**src/rtl/intra_tucoordgen.sv**
```systemverilog
// Sequential intra TU coordinate generator: one luma TU descriptor in, a stream of
// absolute per-component TU coordinates out in Y, Cb, Cr order.
module intra_tucoordgen #(
  parameter int CHROMA_FMT = 1,
  parameter int CTB_LOG2   = 6,
  parameter int XCTB_W     = 9,
  parameter int COORD_W    = 13
) (
  input  logic                clk,
  input  logic                rst,
  input  logic                i_valid,
  output logic                i_ready,
  input  logic [XCTB_W-1:0]   xCtb,
  input  logic [XCTB_W-1:0]   yCtb,
  input  logic [CTB_LOG2-3:0] xTb_rela,
  input  logic [CTB_LOG2-3:0] yTb_rela,
  input  logic [2:0]          i_tuSize,
  output logic                o_valid,
  input  logic                o_ready,
  output logic [COORD_W-1:0]  o_xTb,
  output logic [COORD_W-1:0]  o_yTb,
  output logic [2:0]          o_tuSize,
  output logic [1:0]          o_cIdx,
  output logic                o_last,
  output logic [2:0]          dbg_state
);

  // Handshake: a transfer happens on a cycle where valid && ready are both high at the
  // clock edge; valid never drops and payload never changes until that transfer.

  typedef enum logic [2:0] {IDLE, Y, CB0, CB1, CR0, CR1} state_t;

  state_t state;

  logic [COORD_W-1:0] xl, yl, xb, yb, cx, cy;
  logic [2:0]         csize;
  logic               quad, emit_c;
  logic               transfer, capture;

  logic [COORD_W-1:0] c_x, c_y, c_y1;
  logic [2:0]         c_size;

  always_comb begin
    xl     = (COORD_W'(xCtb) << CTB_LOG2) + (COORD_W'(xTb_rela) << 2);
    yl     = (COORD_W'(yCtb) << CTB_LOG2) + (COORD_W'(yTb_rela) << 2);
    quad   = (CHROMA_FMT == 1 || CHROMA_FMT == 2) && (i_tuSize == 3'd2);
    // Subsampled chroma of a 4x4 luma quad is sent once, with the quad's last 4x4.
    emit_c = (CHROMA_FMT != 0) && (!quad || (xTb_rela[0] && yTb_rela[0]));
    xb     = quad ? xl - COORD_W'(4) : xl;
    yb     = quad ? yl - COORD_W'(4) : yl;
    if (CHROMA_FMT == 3) begin
      cx    = xl;
      cy    = yl;
      csize = i_tuSize;
    end else begin
      cx    = xb >> 1;
      cy    = (CHROMA_FMT == 2) ? yb : (yb >> 1);
      csize = quad ? 3'd2 : (i_tuSize - 3'd1);
    end
  end

  assign transfer  = o_valid && o_ready;
  assign i_ready   = (state == IDLE) || (transfer && o_last);
  assign capture   = i_valid && i_ready;
  assign dbg_state = state;

  always_ff @(posedge clk) begin
    if (rst) begin
      state    <= IDLE;
      o_valid  <= 1'b0;
      o_xTb    <= '0;
      o_yTb    <= '0;
      o_tuSize <= '0;
      o_cIdx   <= '0;
      o_last   <= 1'b0;
      c_x      <= '0;
      c_y      <= '0;
      c_y1     <= '0;
      c_size   <= '0;
    end else if (capture) begin
      state    <= Y;
      o_valid  <= 1'b1;
      o_xTb    <= xl;
      o_yTb    <= yl;
      o_tuSize <= i_tuSize;
      o_cIdx   <= 2'd0;
      o_last   <= !emit_c;
      c_x      <= cx;
      c_y      <= cy;
      c_y1     <= cy + (COORD_W'(1) << csize);
      c_size   <= csize;
    end else if (transfer) begin
      if (o_last) begin
        state   <= IDLE;
        o_valid <= 1'b0;
      end else begin
        case (state)
          Y: begin
            state    <= CB0;
            o_xTb    <= c_x;
            o_yTb    <= c_y;
            o_tuSize <= c_size;
            o_cIdx   <= 2'd1;
            o_last   <= 1'b0;
          end
          CB0: begin
            // 4:2:2 chroma is two stacked squares; the lower one follows directly.
            if (CHROMA_FMT == 2) begin
              state <= CB1;
              o_yTb <= c_y1;
            end else begin
              state  <= CR0;
              o_yTb  <= c_y;
              o_cIdx <= 2'd2;
              o_last <= 1'b1;
            end
          end
          CB1: begin
            state  <= CR0;
            o_yTb  <= c_y;
            o_cIdx <= 2'd2;
            o_last <= 1'b0;
          end
          CR0: begin
            state  <= CR1;
            o_yTb  <= c_y1;
            o_last <= 1'b1;
          end
          default: begin
            state   <= IDLE;
            o_valid <= 1'b0;
          end
        endcase
      end
    end
  end

endmodule

```
**config.mk**
```make
export PLATFORM = sky130hd
export DESIGN_NAME = intra_tucoordgen
export DESIGN_NICKNAME = d
export VERILOG_FILES = /design/src/rtl/intra_tucoordgen.sv
export SDC_FILE = /design/constraint.sdc
export NUM_CORES = 1
export LEC_CHECK = 0
export CORE_MARGIN = 4
export CORE_UTILIZATION = 30
export DETAILED_ROUTE_END_ITERATION = 8
export PLACE_DENSITY_LB_ADDON = 0.2
export SYNTH_ARGS = -nofsm -noshare
export SYNTH_HDL_FRONTEND = slang
export SYNTH_SLANG_ARGS = --single-unit
```
**constraint.sdc**
```tcl
create_clock -name clk -period 4.5 [get_ports clk]
set_input_delay 1.35 -clock clk [delete_from_list [all_inputs] [get_ports clk]]
set_output_delay 1.35 -clock clk [all_outputs]
set_load 0.02 [all_outputs]
```
After elaboration in Yosys (flattened, before gate mapping)
Cells that the tools add are included.
{ "totals": {"regBits": 76, "inputBits": 33, "out_inout_bits": 37, "wordCells": 77} }
{ "op_classes": {"addsub": 6, "eq_ne": 7, "shift": 1, "n_mux": 28, "bitwise": 1, "n_reduce_logical": 22} }
{ "op_table": {"columns": ["op", "count"], "rows": [
  ["$mux W13", 9],
  ["$add A13 B6 Y13", 2],
  ["$pmux W13 S2", 1],
  ["$sub A13 B3 Y13 const B", 2],
  ["$mux W3", 6],
  ["$add A12 B13 Y13", 1],
  ["$shl A1 B3 Y13 const A", 1],
  ["$mux W1", 10],
  ["$eq A3 B2 Y1 const B", 3],
  ["$pmux W3 S3", 1],
  ["$reduce_and A3 Y1", 3],
  ["$reduce_bool A2 Y1", 3],
  ["$reduce_or A2 Y1", 3],
  ["$logic_and A1 B1 Y1", 4],
  ["$pmux W2 S2", 1],
  ["$reduce_or A4 Y1", 1],
  ["$eq A3 B1 Y1 const B", 1],
  ["$eq A3 B3 Y1 const B", 1],
  ["$logic_not A3 Y1", 1],
  ["$ne A3 B1 Y1 const B", 1],
  ["$reduce_bool A3 Y1", 1],
  ["$reduce_or A3 Y1", 1],
  ["$sub A3 B1 Y3 const B", 1],
  ["$logic_not A1 Y1", 2],
  ["other kinds (4)", 5]
]} }

Longest topological paths before layout
{ "depth": {"depth_word": 6, "ltp_mapped": 14, "ltp_nobuf": 13} }

Least setup slack after synthesis
Ideal clock, no wire load.
{ "synth_path": {"kind": "input-to-reg", "start": "input port i_tuSize[0]", "end": "register c_y1[9]", "setup_ps": 74, "arrival_ps": 3875, "required_time_ps": 4426, "slack_ps": 550, "cell_stages": 14, "n_path_buf": 1, "path_cell_list": "inv_1 ha_1 or2b_1 clkbuf_1 nand2_1 nor3b_1 ha_1 fa_1 a211oi_1 nor2_1 o31ai_1 a21oi_1 xor2_1 o21ai_0"} }
{ "synth_via": {"elab_chain_cells": 4, "word_cells_on_any_way": 6, "cone_classes": "2 x add/sub; 1 x eq/ne; 1 x shift; 2 x mux"} }
{ "synth_lines": {"columns": ["item", "line", "text"], "rows": [
  ["start, declared", "17", "input logic [2:0] i_tuSize,"],
  ["$sub A3 B1 Y3 or $eq A3 B2 Y1 (tied branches)", "58, 46", null],
  ["$mux W3", "58", "csize = quad ? 3'd2 : (i_tuSize - 3'd1);"],
  ["$shl A1 B3 Y13", "90", "c_y1 <= cy + (COORD_W'(1) << csize);"],
  ["$add A12 B13 Y13 *", "90", null],
  ["end signal, assigned", "90", null],
  ["end, declared", "40", "logic [COORD_W-1:0] c_x, c_y, c_y1;"]
]} }
Every way passes the cells marked *; elsewhere a longest branch is shown, timed or not.
A chain may end at the register's enable or synchronous reset.

Worst setup path after layout
{ "layout_path": {"start": "input port o_ready", "end": "output port i_ready"} }
{ "layout_via": {"elab_chain_cells": 3} }
{ "layout_lines": {"columns": ["item", "line", "text"], "rows": [
  ["start, declared", "19", "input logic o_ready,"],
  ["$logic_and A1 B1 Y1", "62", "assign transfer = o_valid && o_ready;"],
  ["$logic_and A1 B1 Y1", "63", "assign i_ready = (state == IDLE) || (transfer && o_last);"],
  ["$logic_or A1 B1 Y1", "63", null],
  ["end, declared", "12", "output logic i_ready,"]
]} }
Every way passes these cells.

==> metrics.md <==
| Metric | Value |
|---|---|
| Syn Std Cell Area | `3920 sq um` |
| Vias in the first global route | `3285` |
| CP Capture Type | `output pin` |
| FF-to-FF setup slack | `2400 ps` |
| Share of cells above drive strength 1 | `10.2%` |
| Row Count | `41` |
| Antenna cells | `0` |
| TNS Setup | `0 ps` |
| Synth Flop Type | `dfxtp_1` |
| Hold Path Origin | `c_y[1]` |
| Setup Buffers After CTS | `0` |
| Max-cap viol count | `0` |
| Most frequent cells in the layout | `dfxtp_1 (73), clkdlybuf4s50_1 (63), nor2_1 (59)` |
| Startpoint types | `input port` |
| Top Ports | `70` |
| Final hold viol count | `0` |
| Setup Skew | `7.14 ps` |
| Via/cell ratio | `4.85` |
| Worst Path Arrival | `2790 ps` |
| Final period utilization | `92.0%` |
| Most common cell after layout, fill and taps aside | `dfxtp_1` |
| CP Max Fanout | `3` |
| PD cells | `336 nW/um^2` |
| Initial detailed-routing violation count | `156` |
| Via Count | `3509` |
| Final-report max-slew violation count | `0` |
| Largest net degree at the start of global routing | `54` |
| Grt ovf | `0` |
| Largest stage delay, worst path | `600 ps` |
| Total die area | `15000 sq um` |
| Die Span Y | `122 um` |
| Post-Route Utilization | `40.4%` |
| DRC violations left | `0` |
| Avg WL per Cell | `14.0 um` |
| CTS tree | `done` |
| Area of the core | `12700 sq um` |
| Sequential share of the synthesized area | `37.2%` |
| PostCTS Resize Cnt | `0` |
| Peak Freq | `241 MHz` |
| CP required | `3150 ps` |
| Routed WL | `10100 um` |
| Routed Antenna Nets | `0` |
| Syn_nets | `524` |
| Critical-path cell list | `clkdlybuf4s50_1 > and3_1 > or2_1 > clkdlybuf4s50_1` |
| # setup viols final | `0` |
| Clock-pin slew on the worst setup and hold paths | `60 ps` |
| Fillers | `1351` |
| CTS Sinks | `73` |
| CTS Buf Count | `9` |
| Initial antenna violation count | `0` |
| Slew @ Worst Pin | `860 ps` |
| GR Util All Layers | `13.8%` |
| Initial Util | `30.8%` |
| Clock Tree Root | `clkbuf_16` |
| Worst R2R Start | `dbg_state[1]` |
| I/O Buffers | `64` |
| RD Place Congestion | `0.828` |
| Post-Syn Instances | `477` |
| Outcome | `finished clean` |
| Leak | `1.96 nW` |
| Final Critical Period | `4140 ps` |
| Yosys reg bits | `73` |
| Crit. Startpoint | `o_ready` |
| Post-DP HPWL | `7240 um` |
| Worst skew pair latency | `330 ps` |
| Worst vdd ir | `0.000178 V` |
| Asr flop ratio synth | `0%` |
| Initial DRT Pass Iterations | `4` |
| Slowest cell on crit path | `clkdlybuf4s50_1` |
| Hold buffers post-CTS | `0` |
| Synth unique cells | `50` |
| Die width | `122 um` |
| Yosys Warn Count | `0` |
| Worst hold path depth | `2` |
| Worst Setup Path Type | `in -> out` |
| Number of synthesized flops with an enable pin | `0` |
| Share of the synthesized area in the top cell type | `37.2%` |
| Top cells by area, synth | `dfxtp_1 (37%), mux2i_1 (7.1%), a211oi_1 (5.7%), nor2_1 (5.6%), nand2_1 (5.1%)` |
| First-pass GRT wire length | `16500 um` |
| Synthesis-to-finish area growth | `30.9%` |
| Slew headroom | `42.7%` |
| Fin nets | `593` |
| FF-to-FF path depth | `6` |
| Syn avg cell area | `8.23 sq um` |
| Worst-case clock buffer depth | `2` |
| Most used cell, CP | `clkdlybuf4s50_1` |
| Worst min path class | `reg -> reg` |
| H-tree levels | `3` |
| RSZ-0062 raised after global routing | `no` |
| Area leader, netlist | `dfxtp_1` |
==> worst max-delay path: cells and delay by family <==
family,cells,cell delay [ps]
AND/OR/NAND/NOR,2,350
buffers and inverters,2,1090
==> cell families after synthesis <==
logic type	after synthesis	synth area share, %
AO/OA/AOI/OAI	110	18.4
multiplexers	28	7.14
buffers and inverters	44	4.37
XOR/XNOR	24	5.36
other	1	0.0956
AND/OR/NAND/NOR	183	22.7
flip-flops	73	37.2
adder cells (fa/ha/maj)	14	4.66
==> power breakdown <==
| part | switching, mW | internal, mW |
|---|---|---|
| clock | 0.276 | 0.369 |
| sequential | 0.0281 | 0.698 |
| combinational | 0.196 | 0.161 |
==> final timing paths <==
path / to
min reg2reg: c_y[1]
max reg2reg: c_y1[6]
max: i_ready
min: c_y[1]
==> cell usage after synthesis (2+ instances only) <==
| master | number |
|---|---|
| o31ai_1 | 3 |
| nor3_1 | 19 |
| nor2b_1 | 3 |
| buf_2 | 2 |
| mux2i_1 | 28 |
| or4_1 | 4 |
| nand3b_1 | 3 |
| nand2_1 | 53 |
| nor4_1 | 7 |
| a311oi_1 | 4 |
| a21oi_1 | 39 |
| clkbuf_1 | 28 |
| ha_1 | 13 |
| nand2b_1 | 4 |
| xnor2_1 | 15 |
| a211oi_1 | 30 |
| nor2_1 | 59 |
| inv_1 | 9 |
| nor3b_1 | 6 |
| dfxtp_1 | 73 |
| o211ai_1 | 10 |
| o31a_1 | 3 |
| buf_1 | 4 |
| or3_1 | 4 |
| o21ai_0 | 8 |
| xor2_1 | 9 |
| or2_2 | 4 |
| o21a_1 | 5 |
| and2_1 | 4 |
| nand3_1 | 4 |
==> cell type report <==
| type | count | area [sq um] | share of cell area, % |
|---|---|---|---|
| clock buffer | 10 | 229 | 4.46 |
| clock inverter | 6 | 35.0 | 0.682 |
| inverter | 9 | 33.8 | 0.658 |
| multi-input combinational | 360 | 2310 | 44.9 |
| sequential | 73 | 1460 | 28.5 |
| tap | 172 | 215 | 4.19 |
| timing repair buffer | 93 | 853 | 16.6 |
==> stage by stage <==
stage / std cells / total power, mW / cell area (sq um) / setup slack (ps) / hold slack (ps)
2_1_floorplan: 477 / 0.949 / 3920 / 550 / 432
3_5_place_dp: 707 / 1.10 / 4870 / 136 / 447
3_3_place_gp: 707 / 1.09 / 4870 / 150 / 441
6_report: 723 / 1.73 / 5140 / 359 / 452
5_1_grt: 723 / 1.82 / 5140 / 120 / 471
4_1_cts: 723 / 1.75 / 5140 / 351 / 455
==> layer usage <==
layer / up-vias / GRT usage (%) / part of all wire (%)
met2: 51 / 22.6 / 47
met4: 0 / 4.69 / 1.2
met3: 6 / 2.76 / 3.6
met1: 1622 / 18.3 / 48
li1: 1830 / - / -
met5: - / 0 / 0
==> state kept, by name, indices dropped and copies added, names as in the netlist <==
name       flops
c_size         3
o_last         1
dbg_state      3
c_y           11
o_xTb         12
o_valid        1
o_tuSize       3
o_yTb         13
c_y1          13
c_x           11
o_cIdx         2
Note: power is estimated with default switching activity, not from simulation.
